## src/rtl/note_seq_pkg.sv

```systemverilog
// note_seq_pkg: shared state type, width helper and reset constants for the note sequencer
package note_seq_pkg;
  typedef enum logic {IDLE = 1'b0, PLAY = 1'b1} state_t;
  localparam logic RST_OUT = 1'b0;
  localparam logic RST_DONE = 1'b0;
  function automatic int aw_of(input int notes);
    return (notes < 2) ? 1 : $clog2(notes);
  endfunction
endpackage

```

## src/rtl/note_sequencer_tone_gen.sv

```systemverilog
// tone_gen: half-period counter and toggle flop producing the square wave; div=0 is silence
module tone_gen
  import note_seq_pkg::*;
#(
  parameter int DIV_W = 16
) (
  input  logic             i_clk,
  input  logic             i_rstn,
  input  logic             i_clr,
  input  logic             i_en,
  input  logic [DIV_W-1:0] i_div,
  output logic             o_out
);
  logic [DIV_W-1:0] r_cnt;
  logic             r_out;
  logic             w_wrap;
  logic             w_hold;
  assign w_wrap = (r_cnt == i_div - DIV_W'(1));
  assign w_hold = !i_rstn || i_clr || !i_en || (i_div == '0);
  assign o_out  = r_out;
  // count 0..div-1 and toggle on wrap; cleared on note load, when idle, or when silent
  always_ff @(posedge i_clk) begin
    if (w_hold) begin
      r_cnt <= '0;
      r_out <= RST_OUT;
    end else if (w_wrap) begin
      r_cnt <= '0;
      r_out <= ~r_out;
    end else begin
      r_cnt <= r_cnt + DIV_W'(1);
    end
  end
endmodule

```

## src/rtl/note_sequencer.sv

```systemverilog
// note_sequencer: writable note table played back as a sequenced square wave with rests and looping
module note_sequencer
  import note_seq_pkg::*;
#(
  parameter int NOTES = 8,
  parameter int DIV_W = 16,
  parameter int DUR_W = 24,
  parameter int AW    = aw_of(NOTES)
) (
  input  logic             i_clk,
  input  logic             i_rstn,
  input  logic             i_wr_en,
  input  logic [AW-1:0]    i_wr_addr,
  input  logic [DIV_W-1:0] i_wr_div,
  input  logic [DUR_W-1:0] i_wr_dur,
  input  logic [AW:0]      i_len,
  input  logic             i_loop,
  input  logic             i_start,
  input  logic             i_stop,
  output logic             o_busy,
  output logic [AW-1:0]    o_note_idx,
  output logic             o_done,
  output logic             o_out
);
  logic [DIV_W-1:0] r_div [NOTES];
  logic [DUR_W-1:0] r_dur [NOTES];
  state_t           r_state;
  logic [AW:0]      r_len;
  logic             r_loop;
  logic [AW-1:0]    r_idx;
  logic [DIV_W-1:0] r_cur_div;
  logic [DUR_W-1:0] r_cur_dur;
  logic [DUR_W-1:0] r_dcnt;
  logic             r_done;
  logic             w_go;
  logic             w_last;
  logic             w_has_next;
  logic [AW-1:0]    w_next_idx;
  logic [AW-1:0]    w_load_addr;
  logic [AW:0]      w_len_eff;
  logic             w_tone_clr;
  assign w_go        = (r_state == IDLE) && i_start && !i_stop && (i_len != '0);
  assign w_len_eff   = (i_len > (AW+1)'(NOTES)) ? (AW+1)'(NOTES) : i_len;
  assign w_last      = (r_cur_dur <= DUR_W'(1)) ? (r_dcnt == '0) : (r_dcnt == r_cur_dur - DUR_W'(1));
  assign w_has_next  = ({1'b0, r_idx} + (AW+1)'(1)) < r_len;
  assign w_next_idx  = w_has_next ? r_idx + AW'(1) : '0;
  assign w_load_addr = w_go ? '0 : w_next_idx;
  assign w_tone_clr  = i_stop || w_last;
  assign o_busy      = (r_state == PLAY);
  assign o_note_idx  = r_idx;
  assign o_done      = r_done;
  // note table: writes land at the edge, so a same-cycle load sees the old entry
  always_ff @(posedge i_clk) begin
    if (!i_rstn) begin
      for (int i = 0; i < NOTES; i++) begin
        r_div[i] <= '0;
        r_dur[i] <= '0;
      end
    end else if (i_wr_en) begin
      r_div[i_wr_addr] <= i_wr_div;
      r_dur[i_wr_addr] <= i_wr_dur;
    end
  end
  // sequencing FSM: start latches len/loop and loads entry 0; each note boundary advances, wraps or ends
  always_ff @(posedge i_clk) begin
    if (!i_rstn) begin
      r_state   <= IDLE;
      r_len     <= '0;
      r_loop    <= 1'b0;
      r_idx     <= '0;
      r_cur_div <= '0;
      r_cur_dur <= '0;
      r_dcnt    <= '0;
      r_done    <= RST_DONE;
    end else begin
      r_done <= 1'b0;
      if (r_state == IDLE) begin
        if (w_go) begin
          r_state   <= PLAY;
          r_len     <= w_len_eff;
          r_loop    <= i_loop;
          r_idx     <= '0;
          r_cur_div <= r_div[w_load_addr];
          r_cur_dur <= r_dur[w_load_addr];
          r_dcnt    <= '0;
        end
      end else if (i_stop) begin
        r_state <= IDLE;
        r_idx   <= '0;
        r_dcnt  <= '0;
      end else if (w_last) begin
        if (w_has_next || r_loop) begin
          r_idx     <= w_next_idx;
          r_cur_div <= r_div[w_load_addr];
          r_cur_dur <= r_dur[w_load_addr];
          r_dcnt    <= '0;
        end else begin
          r_state <= IDLE;
          r_done  <= 1'b1;
          r_idx   <= '0;
          r_dcnt  <= '0;
        end
      end else begin
        r_dcnt <= r_dcnt + DUR_W'(1);
      end
    end
  end
  tone_gen #(.DIV_W(DIV_W)) u_tone (
    .i_clk  (i_clk),
    .i_rstn (i_rstn),
    .i_clr  (w_tone_clr),
    .i_en   (o_busy),
    .i_div  (r_cur_div),
    .o_out  (o_out)
  );
endmodule

```

## config.mk

```make
export PLATFORM = sky130hd
export DESIGN_NAME = note_sequencer
export DESIGN_NICKNAME = d
export VERILOG_FILES = /design/src/rtl/note_seq_pkg.sv /design/src/rtl/note_sequencer_tone_gen.sv /design/src/rtl/note_sequencer.sv
export SDC_FILE = /design/constraint.sdc
export NUM_CORES = 1
export LEC_CHECK = 0
export CAP_MARGIN = 40
export CORE_UTILIZATION = 55
export CTS_CLUSTER_DIAMETER = 30
export DETAILED_ROUTE_END_ITERATION = 6
export PLACE_DENSITY = 0.81
export SETUP_SLACK_MARGIN = 0.15
export SYNTH_ARGS = -nofsm -noshare
export SYNTH_HDL_FRONTEND = slang
export SYNTH_SLANG_ARGS = --single-unit
```

## constraint.sdc

```tcl
create_clock -name i_clk -period 5.5 [get_ports i_clk]
set_input_delay 0.825 -clock i_clk [delete_from_list [all_inputs] [get_ports i_clk]]
set_output_delay 0.825 -clock i_clk [all_outputs]
set_load 0.01 [all_outputs]
```

* After elaboration in Yosys (flattened, before gate mapping)
Memories as Yosys holds them, arrays and structs flattened.
Index checks and enable logic that the tools add are counted.
** Storage, ports and cells
- Bits in registers :: 91
- Memory bits (writable) :: 320
- Input port bits :: 53
- Word-level logic and storage cells :: 92
- Memories kept :: 2
** Memory list
- r_dur :: words 8, bits a word 24, read ports 1, clocked after memory_dff 0, wr ports 8, line note_sequencer.sv:26 : logic [DUR_W-1:0] r_dur [NOTES];
- r_div :: words 8, bits a word 16, read ports 1, clocked after memory_dff 0, wr ports 8, line note_sequencer.sv:25 : logic [DIV_W-1:0] r_div [NOTES];
** Cells by class
- Add/subtract/negate cells :: 6
- $lt $le $gt $ge :: 3
- Eq/ne operators :: 6
- Multiplexer cells :: 39
- Bitwise logic cells :: 4
- Reductions and logical operators :: 22
** Operator list (count)
- 24-bit two-way mux :: 10
- 16-bit two-way mux :: 6
- 3-bit two-way mux :: 9
- 24-bit by 1-bit adder with 24-bit output, second input constant :: 1
- 24-bit == test :: 1
- 24-bit by 1-bit less-or-equal comparator with 1-bit output, second input constant :: 1
- 24-bit logical NOT :: 1
- 24-bit OR reduction :: 1
- 24-bit by 1-bit subtractor with 24-bit output, second input constant :: 1
- 16-bit by 1-bit adder with 16-bit output, second input constant :: 1
- 16-bit == test :: 1
- 16-bit logical NOT :: 1
- 16-bit OR reduction :: 1
- 16-bit by 1-bit subtractor with 16-bit output, second input constant :: 1
- 1-bit two-way mux :: 13
- 1-bit logical OR :: 5
- 3-bit by 1-bit adder with 4-bit output, second input constant :: 1
- 4-bit greater-than comparator, second input constant :: 1
- 4-bit less-than comparator :: 1
- 4-bit two-way mux :: 1
- 2-bit by 1-bit inequality test with 1-bit output, second input constant :: 2
- 1-bit NOT :: 4
- 2-bit AND reduction :: 2
- 4-bit AND reduction :: 1
- 9 further kinds :: 13

* Logic depth before layout (Yosys ltp)
Gate-level depths: netlist (run 1).
An unclocked memory read counts as a cell.
- Depth after elaboration :: 10
- Gate-level depth with buffers :: 15
- Depth with buffers taken out :: 11

* Modules after synthesis
Synthesis (run 1) repeated with hierarchy kept, for this count alone.
** Unflattened totals
- Cell total of the unflattened synthesis :: 1779
- Area, all modules :: 19996.7 sq um
** Modules (own cells, without submodules)
- note_sequencer :: instances 1, cells an instance 1617, area each 18716.7 sq um, seq. area each 11090.6 sq um
- tone_gen :: instances 1, cells an instance 162, area each 1280.0 sq um, seq. area each 340.3 sq um

* Worst setup path before layout (run 1)
OpenSTA, ideal clock, no wires.
- Path type :: input -> register
- From :: in i_rstn
- To :: mem r_div[6][0], enable pin
- Library setup time :: 493 ps
- Data arrival time :: 4207 ps
- Required time :: 5007 ps
- Setup slack :: 800 ps
- Cell stages on the path :: 3
- Path buffers :: 1
- Cells stage by stage :: clkbuf_1 > nand3_1 > o21ai_0
** RTL lines
- start, declared :: line note_sequencer.sv:11 : input logic i_rstn,
- end, declared :: line note_sequencer.sv:25

* Worst setup path in the final report (run 1)
- From :: reg r_idx[0], in the netlist o_note_idx[0]
- To :: reg r_cur_div[13]
** Between the ends
- Cells in the longest elaborated chain, start to end :: 9
- Elaborated cells on any way between the ends :: 14
** Ends and longest elaborated chain
- start, declared :: line note_sequencer.sv:30 : logic [AW-1:0] r_idx;
- start signal, assigned :: line note_sequencer.sv:93 : r_idx <= w_next_idx;
- 3-bit by 1-bit adder with 4-bit output :: line note_sequencer.sv:45 : assign w_has_next = ({1'b0, r_idx} + (AW+1)'(1)) < r_len;
- 4-bit less-than comparator :: line note_sequencer.sv:45
- 3-bit two-way mux :: line note_sequencer.sv:46 : assign w_next_idx = w_has_next ? r_idx + AW'(1) : '0;
- 3-bit two-way mux :: line note_sequencer.sv:47 : assign w_load_addr = w_go ? '0 : w_next_idx;
- memory 8 x 16 bit
- 16-bit two-way mux :: line note_sequencer.sv:92 : if (w_has_next || r_loop) begin
- 16-bit two-way mux :: line note_sequencer.sv:91 : end else if (w_last) begin
- 16-bit two-way mux :: line note_sequencer.sv:87 : end else if (i_stop) begin
- 16-bit two-way mux :: line note_sequencer.sv:77 : if (r_state == IDLE) begin
- end signal, assigned :: line note_sequencer.sv:83 : r_cur_div <= r_div[w_load_addr];
- end signal, assigned :: line note_sequencer.sv:94 : r_cur_div <= r_div[w_load_addr];
- end, declared :: line note_sequencer.sv:31 : logic [DIV_W-1:0] r_cur_div;
Parallel ways exist; a longest one is shown, timed or not. The select of a mux whose other input is x is not followed.
A chain may end at the register's enable or synchronous reset.

==> impl_metrics.py, run 1 <==
metrics = {
    "place": {
        "io_buffers": 58,
        "gp_congestion": 0.887,
        "post-place-cells": 2403,
        "pre_cts_slack_ps": 1460,
        "place_area_um2": 21400,
        "dpl.hpwl_mm": 31.1,
    },
    "worst_setup_path": {
        "cpPeakStageDelay_ps": 620,
        "path_cells": "ha_2 -> ha_1 -> a21boi_0 -> o21a_1 -> o21ai_0 -> and3_1 -> buf_4 -> nand2_1 -> o21ai_0 -> o21ai_0 -> mux2i_1",
        "endpoint_kind": "flop",
        "reg2reg_from": "o_note_idx[0]",
        "reg2reg_depth": 11,
        "critPathKind": "flop to flop",
        "worstPathRequired_ps": 6010,
        "critPathSlowestCell": "dfxtp_4",
        "critPathMaxFanout": 37,
        "reg2reg_slack_ps": 1670,
        "arrival_ps": 4340,
        "crit_path_start_kind": "flop",
        "crit_top_cell": "o21ai_0",
        "rr_endpoint": "r_cur_div[13]",
    },
    "global_routing": {
        "grt_max_degree": 81,
        "busiest_layer": "met2",
        "gr-usage-met1_pct": 36.1,
        "grt_util_met3_pct": 5.76,
        "grt_pass1_wl_mm": 82.8,
        "overflow": 0,
        "grt_pass1_vias": 15400,
        "antenna_found_initial": 0,
        "global_route.usage.met2_pct": 46.9,
        "grt.total_usage_pct": 28.2,
    },
    "timing": {
        "rsz0062_at_grt": "no",
        "worstMarginPinSlew_ps": 936,
        "fin_ws_ps": 1670,
        "hold_violations": 0,
        "max_slew_margin_pct": 37.1,
        "final-setup-viol-count": 0,
        "tns_ps": 0,
        "finalCriticalPeriod_ps": 3830,
        "skew_ps": 29.7,
        "timing.final.crit_share_pct": 69.6,
        "fmax_mhz": 261,
        "drv_slew": 0,
    },
    "layout": {
        "regArea_um2": 11400,
        "design_area_um2": 24200,
        "final_nets": 2083,
        "finalNonFillerCells": 2554,
        "drive_gt1_share_pct": 10.3,
        "antenna_cells_inserted": 0,
        "syn_to_final_growth_pct": 18.6,
        "multi_input_area_um2": 8370,
        "fillers": 2591,
    },
    "synth": {
        "synth-edff-count": 320,
        "synth_flop_cell": "edfxtp_1",
        "netlist_instances": 1971,
        "ys_async_sr_fraction_pct": 0,
        "syn_avg_cell_area_um2": 10.3,
        "syn_nets": 2035,
        "synth_top_cell_by_area": "edfxtp_1",
        "synth_area_um2": 20400,
        "yosysTopAreaCellShare_pct": 47.2,
        "ys_top_cells_by_area": "edfxtp_1, and2_1, dfxtp_1, nand2_1, nor2_1",
        "ys_warn_count": 0,
        "yosysUniqueCellTypes": 69,
        "ys_seq_area_share_pct": 56.1,
        "ys_ff_latch": 411,
    },
    "job": {
        "max-cap-violations": 0,
    },
    "clocking": {
        "clk_latency_ps": 590,
        "clock-sinks": 411,
        "cts_tree": "yes",
        "clkTransAtPathRegs_ps": 50,
        "cts_resized": 0,
        "cts_buffers": 82,
        "clockRootBuffer": "clkbuf_16",
        "post_cts_buffers": 0,
        "clk_path_buf_depth": 3,
        "htree_levels": 3,
        "cts_hold_buf": 0,
    },
    "worst_hold_path": {
        "holdCritPathClass": "flop to flop",
        "holdCritStartpoint": "r_len[2]",
        "worst_hold_path.endpoint": "r_len[2]",
        "hold_depth": 2,
    },
    "route": {
        "first_pass_iters": 6,
        "ant_nets": 0,
        "vias": 15300,
        "post_drt_wl_per_cell_um": 20.8,
        "drtIter0Drc": 1624,
        "wl_mm": 53.0,
        "route.detailed.drc": 0,
        "avgViaCountPerCell": 6.00,
    },
    "pwr": {
        "leakage_nw": 8.94,
        "total_power_w": 0.00945,
        "power_density_nw_per_um2": 391,
        "irDropWorstVdd_mv": 0.289,
    },
    "floorplanning": {
        "design.die.area_um2": 37800,
        "core-area_um2": 36500,
        "initial_core_util_pct": 55.8,
        "die_w_um": 194,
        "fp-row-count": 70,
        "chipHeight_um": 194,
        "ios": 59,
    },
    "outcome": {
        "outcome": "complete, no violations",
    },
}
Yosys cell counts, types with 31 or more instances:
master,count
a21oi_1,95
nor2_1,175
and2_1,327
edfxtp_1,320
nand2_1,274
xnor2_1,49
dfxtp_1,91
xor2_1,40
mux2i_1,60
clkbuf_1,105
and3_1,42
o21ai_0,110
a211oi_1,31
cell families (layout without fill, tap and decap cells):
kind of cell,after synthesis,count (layout),synth area share (%)
buffers and inverters,145,260,3.46
XOR/XNOR,89,89,3.83
multiplexers,60,60,2.95
adder cells (fa/ha/maj),11,11,0.676
AO/OA/AOI/OAI,302,302,9.01
AND/OR/NAND/NOR,953,953,24.0
flip-flops,411,411,56.1
worst max-delay path, delay by kind of cell (launching register included):
family | cells | cell delay [ps]
compound gates | 5 | 1280
fa+ha+maj | 2 | 650
buf+inv | 1 | 340
flops | 1 | 620
mux | 1 | 190
simple gates | 2 | 660
through the flow:
step,util [%],hold WS [ps]
after floorplan,-,440
after global placement,58.1,458
after detailed placement,58.5,469
after CTS,66.1,475
after global routing,66.1,509
final,66.1,475
how the worst max path moves through the flow:
stage / startpoint / to / slack, ps / cells past startpoint
floorplan: i_rstn / r_div[6][0] / 800 / 3
global placement: i_start / r_cur_div[4] / 1510 / 9
detailed placement: i_stop / r_cur_div[2] / 1460 / 10
CTS: r_cur_dur[0] / r_cur_dur[4] / 1710 / 8
global route: r_cur_dur[0] / r_cur_div[6] / 1470 / 9
finish: o_note_idx[0] / r_cur_div[13] / 1670 / 11
power breakdown:
part / leakage, nW / internal [W] / switching [W]
Combinational: 3.79 / 0.000314 / 0.000517
Sequential: 3.81 / 0.00354 / 0.000111
Clock: 1.34 / 0.00331 / 0.00166
cell usage in the layout, fill, tap and decap left out, types with 6 or more instances in the layout:
cell type / netlist / layout
nand2b_1: 11 / 9
nand2_1: 274 / 274
xnor2_1: 49 / 48
clkinv_2: 0 / 16
a211oi_1: 31 / 31
o21ai_0: 110 / 104
o2111ai_1: 16 / 16
and2_1: 327 / 327
nor2_2: 0 / 6
a21oi_1: 95 / 95
o21ai_4: 0 / 6
buf_4: 3 / 28
o2bb2ai_1: 14 / 14
clkdlybuf4s50_1: 0 / 57
inv_1: 18 / 17
clkinv_4: 0 / 6
nor4_1: 14 / 13
nor3_1: 16 / 12
bufinv_16: 0 / 11
mux2i_1: 60 / 60
nand3_1: 23 / 23
ha_1: 11 / 10
clkinvlp_4: 0 / 12
edfxtp_1: 320 / 320
clkinv_1: 0 / 7
nand4_1: 19 / 19
and3_1: 42 / 42
dfxtp_1: 91 / 90
nor2b_1: 9 / 9
xor2_1: 40 / 40
clkbuf_1: 105 / 8
clkbuf_16: 0 / 82
nor2_1: 175 / 169
or3_1: 7 / 7
flip-flops by register name, summed over array words and instances, names as in the netlist:
register      count
r_dur           192
r_div           128
r_cur_dur        24
r_dcnt           24
r_cur_div        16
u_tone.r_cnt     16
r_len             4
o_note_idx        3
o_busy            1
o_done            1
r_loop            1
u_tone.o_out      1
routing by layer:
metal	routed length (um)	vias to the layer above
li1	-	6991
met1	20900	7446
met2	25800	762
met3	4880	122
met4	1420	0
met5	0	-
area by class of cell:
class	count	share of cell area (%)
clock inverters	58	2.81
inverters	18	0.280
clock buffers	93	8.79
flip-flops and latches	411	47.3
well taps	468	2.42
repair buffers	91	3.74
multi-input cells	1415	34.6
Note: power is estimated with default switching activity, not from simulation.
==> inputs of run 2 (changes only) <==
PLACE_DENSITY = 0.84   (was 0.81)
clock period = 3.5 ns   (was 5.5 ns; I/O delays follow)
==> impl_metrics.py, run 2 (synthesis results as in run 1) <==
metrics = {
    "global_routing": {
        "grt_pass1_wl_mm": 86.8,
        "antenna_found_initial": 0,
        "overflow": 0,
        "grt.total_usage_pct": 29.6,
        "grt_max_degree": 67,
        "grt_pass1_vias": 16000,
    },
    "route": {
        "post_drt_wl_per_cell_um": 21.8,
        "avgViaCountPerCell": 6.12,
        "route.detailed.drc": 1,
        "first_pass_iters": 7,
        "vias": 15800,
        "ant_nets": 0,
        "wl_mm": 56.3,
        "drtIter0Drc": 1776,
    },
    "timing": {
        "final-setup-viol-count": 0,
        "tns_ps": 0,
        "worstMarginPinSlew_ps": 907,
        "hold_slack_ps": 480,
        "skew_ps": 25.9,
        "timing.final.crit_share_pct": 95.5,
        "finalCriticalPeriod_ps": 3340,
        "rsz0062_at_grt": "yes",
        "fin_ws_ps": 156,
        "max_slew_margin_pct": 39.5,
        "drv_slew": 0,
        "hold_violations": 0,
        "fmax_mhz": 299,
    },
    "layout": {
        "final_nets": 2109,
        "multi_input_area_um2": 8450,
        "syn_to_final_growth_pct": 20.4,
        "drive_gt1_share_pct": 11.8,
        "layout.cells.most_common": "and2_1",
        "regArea_um2": 11400,
        "top_regs": "r_dur x192, r_div x128",
        "layout_common_cells": "and2_1, edfxtp_1, nand2_1, nor2_1, o21ai_0",
        "fillers": 2450,
        "largest_register_ffs": 192,
        "top_register": "r_dur",
    },
    "outcome": {
        "outcome": "finished with violations",
        "violations": "design-rule violations",
    },
    "pwr": {
        "leakage_nw": 9.11,
        "total_power_w": 0.0149,
        "power_density_nw_per_um2": 609,
        "irDropWorstVdd_mv": 0.379,
    },
    "worst_setup_path": {
        "worstPathRequired_ps": 4000,
        "critPathMaxFanout": 7,
        "arrival_ps": 3850,
        "path_cells": "or4_4 -> or3_1 -> or3_1 -> a211oi_1 -> and4_4 -> nand2_4 -> a31oi_4 -> buf_4 -> buf_12 -> mux2i_4",
        "critPathKind": "flop to flop",
        "crit_top_cell": "or3_1",
        "endpoint_kind": "flop",
        "critPathSlowestCell": "or4_4",
        "crit_path_start_kind": "flop",
        "cpPeakStageDelay_ps": 630,
    },
    "place": {
        "io_buffers": 58,
        "gp_congestion": 0.888,
        "pre_cts_slack_ps": 103,
        "dpl.hpwl_mm": 31.4,
    },
    "clocking": {
        "htree_levels": 3,
        "clockRootBuffer": "clkbuf_16",
        "cts_tree": "yes",
        "clk_latency_ps": 610,
        "clock-sinks": 411,
        "cts_hold_buf": 0,
        "clkTransAtPathRegs_ps": 50,
        "clk_path_buf_depth": 3,
        "cts_buffers": 83,
    },
    "job": {
        "max-cap-violations": 0,
    },
    "floorplanning": {
        "ios": 59,
        "core-area_um2": 36500,
        "design.die.area_um2": 37800,
        "die_w_um": 194,
        "fp-row-count": 70,
        "chipHeight_um": 194,
        "initial_core_util_pct": 55.8,
    },
    "worst_hold_path": {
        "holdCritPathClass": "flop to flop",
    },
}
[run 2: power breakdown]
part / total, W / internal, W / switching [W]
logic: 0.00145 / 0.000578 / 0.000867
registers: 0.00574 / 0.00556 / 0.000180
clock network: 0.00775 / 0.00511 / 0.00264
[run 2: timing repair]
item | in CTS | in global routing
endpoints found under the hold margin | 0 | 0
buffers inserted | 0 | 3
gates cloned | 1 | 2
gates resized for setup | 1 | 14
pin swaps | 0 | 3
endpoints found under the setup margin | 4 | 56
[run 2: layer usage]
layer	part of all wire [%]	wire (um)	track usage [%]
met1	39	21700	37.7
met2	47	26600	47.7
met3	11	6400	7.18
met4	2.8	1590	13.9
met5	0	0	0
[run 2: per-stage QoR]
stage	utilization, %	instances	area, um^2
2_1_floorplan	-	1971	20400
3_3_place_gp	59.0	2420	21500
3_5_place_dp	59.1	2422	21600
4_1_cts	66.8	2579	24400
5_1_grt	67.2	2584	24500
6_report	67.2	2585	24500
[run 2: cell type report]
class / instances / share of cell area (%)
antenna: 1 / 0.0102
timing repair buffer: 116 / 4.93
tap: 468 / 2.39
clock buffer: 109 / 9.45
inverter: 18 / 0.275
multi-input combinational: 1415 / 34.5
sequential: 411 / 46.6
clock inverter: 47 / 1.89
[run 2: path summary, 6_finish.rpt]
check	startpoint	slack [ps]	end	cells past startpoint
max	r_cur_dur[16]	160	r_cur_div[11]	10
min	r_len[2]	480	r_len[2]	2
max reg2reg	r_cur_dur[16]	160	r_cur_div[11]	10
min reg2reg	r_len[2]	480	r_len[2]	2
[run 2: worst max-delay path, delay by kind of cell, from the launching register on]
family / cells / cell delay (ps)
AO/OA/AOI/OAI: 2 / 520
AND/OR/NAND/NOR: 5 / 1700
multiplexers: 1 / 260
flip-flops: 1 / 400
buffers and inverters: 2 / 350
==> inputs of run 3 (changes only) <==
CELL_PAD_IN_SITES_DETAIL_PLACEMENT = 0   (was default)
CELL_PAD_IN_SITES_GLOBAL_PLACEMENT = 1   (was default)
CORE_ASPECT_RATIO = 0.5   (was default)
CORE_UTILIZATION = 45   (was 55)
PLACE_DENSITY = 0.86   (was 0.84)
==> impl_metrics.py, run 3 (synthesis results as in run 1) <==
metrics = {
    "outcome": {
        "outcome": "complete, no violations",
    },
    "worst_hold_path": {
        "holdCritPathClass": "flop to flop",
    },
    "global_routing": {
        "grt.total_usage_pct": 24.4,
        "grt_pass1_wl_mm": 85.9,
        "grt_max_degree": 123,
        "antenna_found_initial": 2,
        "overflow": 0,
        "grt_pass1_vias": 14700,
    },
    "route": {
        "m1WireLength_mm": 23.7,
        "avgViaCountPerCell": 5.58,
        "route.detailed.drc": 0,
        "drtIter0Drc": 1500,
        "post_drt_wl_per_cell_um": 20.8,
        "wl_met3_mm": 5.27,
        "dr.max_layer_used": "met4",
        "met2_length_mm": 25.4,
        "wl_mm": 55.8,
        "vias": 15000,
        "first_pass_iters": 5,
        "ant_nets": 0,
    },
    "layout": {
        "finalNonFillerCells": 2683,
        "top_register": "r_dur",
        "drive_gt1_share_pct": 10.7,
        "layout.cells.most_common": "and2_1",
        "antenna_cells_inserted": 0,
        "layout_common_cells": "and2_1, edfxtp_1, nand2_1, nor2_1, o21ai_0",
        "largest_register_ffs": 192,
        "syn_to_final_growth_pct": 18.8,
        "top_regs": "r_dur x192, r_div x128",
        "final_nets": 2108,
    },
    "worst_setup_path": {
        "crit_top_cell": "or3_1",
        "endpoint_kind": "flop",
        "cpPeakStageDelay_ps": 660,
        "path_cells": "or4_1 -> or3_1 -> or3_1 -> a211oi_1 -> and4_4 -> nand2_4 -> a31oi_4 -> buf_12 -> mux2i_1",
        "arrival_ps": 3740,
        "crit_path_start_kind": "flop",
        "critPathTopFamily": "simple AND/OR/NAND/NOR gates",
        "cp_num_buf_inv": 1,
        "critPathSlowestCell": "or4_1",
        "critPathKind": "flop to flop",
        "worstPathRequired_ps": 3990,
        "critPathMaxFanout": 30,
    },
    "place": {
        "dpl.hpwl_mm": 34.1,
        "post-place-cells": 2564,
        "gp_congestion": 0.890,
        "io_buffers": 58,
    },
    "pwr": {
        "seq_power_share_pct": 41.9,
        "irDropWorstVdd_mv": 0.329,
        "p_int_w": 0.0102,
        "leakage_nw": 8.91,
        "power_density_nw_per_um2": 564,
        "clock_power_share_pct": 47.6,
        "switchingPower_w": 0.00345,
        "power_frac_comb_pct": 10.5,
        "sw_frac_of_total_pct": 25.3,
    },
    "timing": {
        "drv_slew": 0,
        "hold_violations": 0,
        "hold_slack_ps": 488,
        "final-setup-viol-count": 0,
        "max_slew_margin_pct": 41.8,
        "worstMarginPinSlew_ps": 872,
        "rsz0062_at_grt": "yes",
        "skew_ps": 34.0,
        "timing.final.crit_share_pct": 92.8,
        "fmax_mhz": 308,
        "finalCriticalPeriod_ps": 3250,
    },
    "floorplanning": {
        "design.die.area_um2": 46200,
        "initial_core_util_pct": 46.2,
        "chipHeight_um": 152,
        "core-area_um2": 44100,
        "fp-row-count": 54,
        "die_w_um": 303,
        "ios": 59,
    },
    "clocking": {
        "htree_levels": 3,
        "clkTransAtPathRegs_ps": 50,
        "clockRootBuffer": "clkbuf_16",
        "clock-sinks": 411,
        "clk_latency_ps": 590,
        "cts_buffers": 66,
        "post_cts_buffers": 0,
        "cts_tree": "yes",
        "clk_path_buf_depth": 3,
    },
    "job": {
        "max-cap-violations": 0,
    },
}
[run 3: cell types whose count changed in the layout (fill, tap and decap cells not counted), moves of 4 or more]
cell        before  now
clkbuf_8         8    4
clkbuf_1        15   11
inv_8            0    5
buf_4           44   59
clkinvlp_4      10    4
buf_12           9   15
clkbuf_16       88   68
clkinv_2        15    4
[run 3: layout make-up]
class	count	area [um^2]
timing repair buffer	132	1340
fill	3721	19900
tap	588	736
clock buffer	83	1800
multi-input combinational	1415	8410
clock inverter	36	413
inverter	18	67.6
sequential	411	11400
[run 3: metrics by stage]
step / worst slack, ps / utilization [%] / TNS [ps] / total power [W] / cell area, um^2
2_1_floorplan: -899 / - / -179560 / 0.00666 / 20400
3_3_place_gp: -17.4 / 49.7 / -19.4 / 0.00718 / 21900
3_5_place_dp: -81.0 / 49.8 / -143 / 0.00721 / 22000
4_1_cts: 152 / 54.8 / 0 / 0.0137 / 24200
5_1_grt: 132 / 54.8 / 0 / 0.0141 / 24200
6_report: 253 / 54.8 / 0 / 0.0136 / 24200
[run 3: routing by layer]
| layer | GRT usage (%) | vias up |
|---|---|---|
| met5 | 0 | - |
| met4 | 8.21 | 0 |
| li1 | - | 7048 |
| met2 | 38.3 | 621 |
| met3 | 5.80 | 112 |
| met1 | 33.3 | 7188 |
[run 3: repair_timing]
item / 4_1_cts / 5_1_grt
resized for setup: 0 / 4
endpoints found under the setup margin: 0 / 28
hold buffers: 0 / 0
[run 3: path summary, 6_finish.rpt]
| kind | slack, ps | cells after the start | startpoint | endpoint |
|---|---|---|---|---|
| worst max-delay path | 250 | 9 | r_cur_dur[16] | r_cur_dur[20] |
| worst min-delay path | 490 | 1 | u_tone.r_cnt[0] | u_tone.r_cnt[0] |
| worst max register to register | 250 | 9 | r_cur_dur[16] | r_cur_dur[20] |
| worst min register to register | 490 | 1 | u_tone.r_cnt[0] | u_tone.r_cnt[0] |
[run 3: power by group through the flow]
stage	registers, W	clock network (W)	logic, W
final	0.00572	0.00650	0.00143
after global placement	0.00579	0	0.00139
after CTS	0.00571	0.00656	0.00141
after floorplan	0.00575	0	0.000915
after global routing	0.00574	0.00677	0.00155
after detailed placement	0.00580	0	0.00141
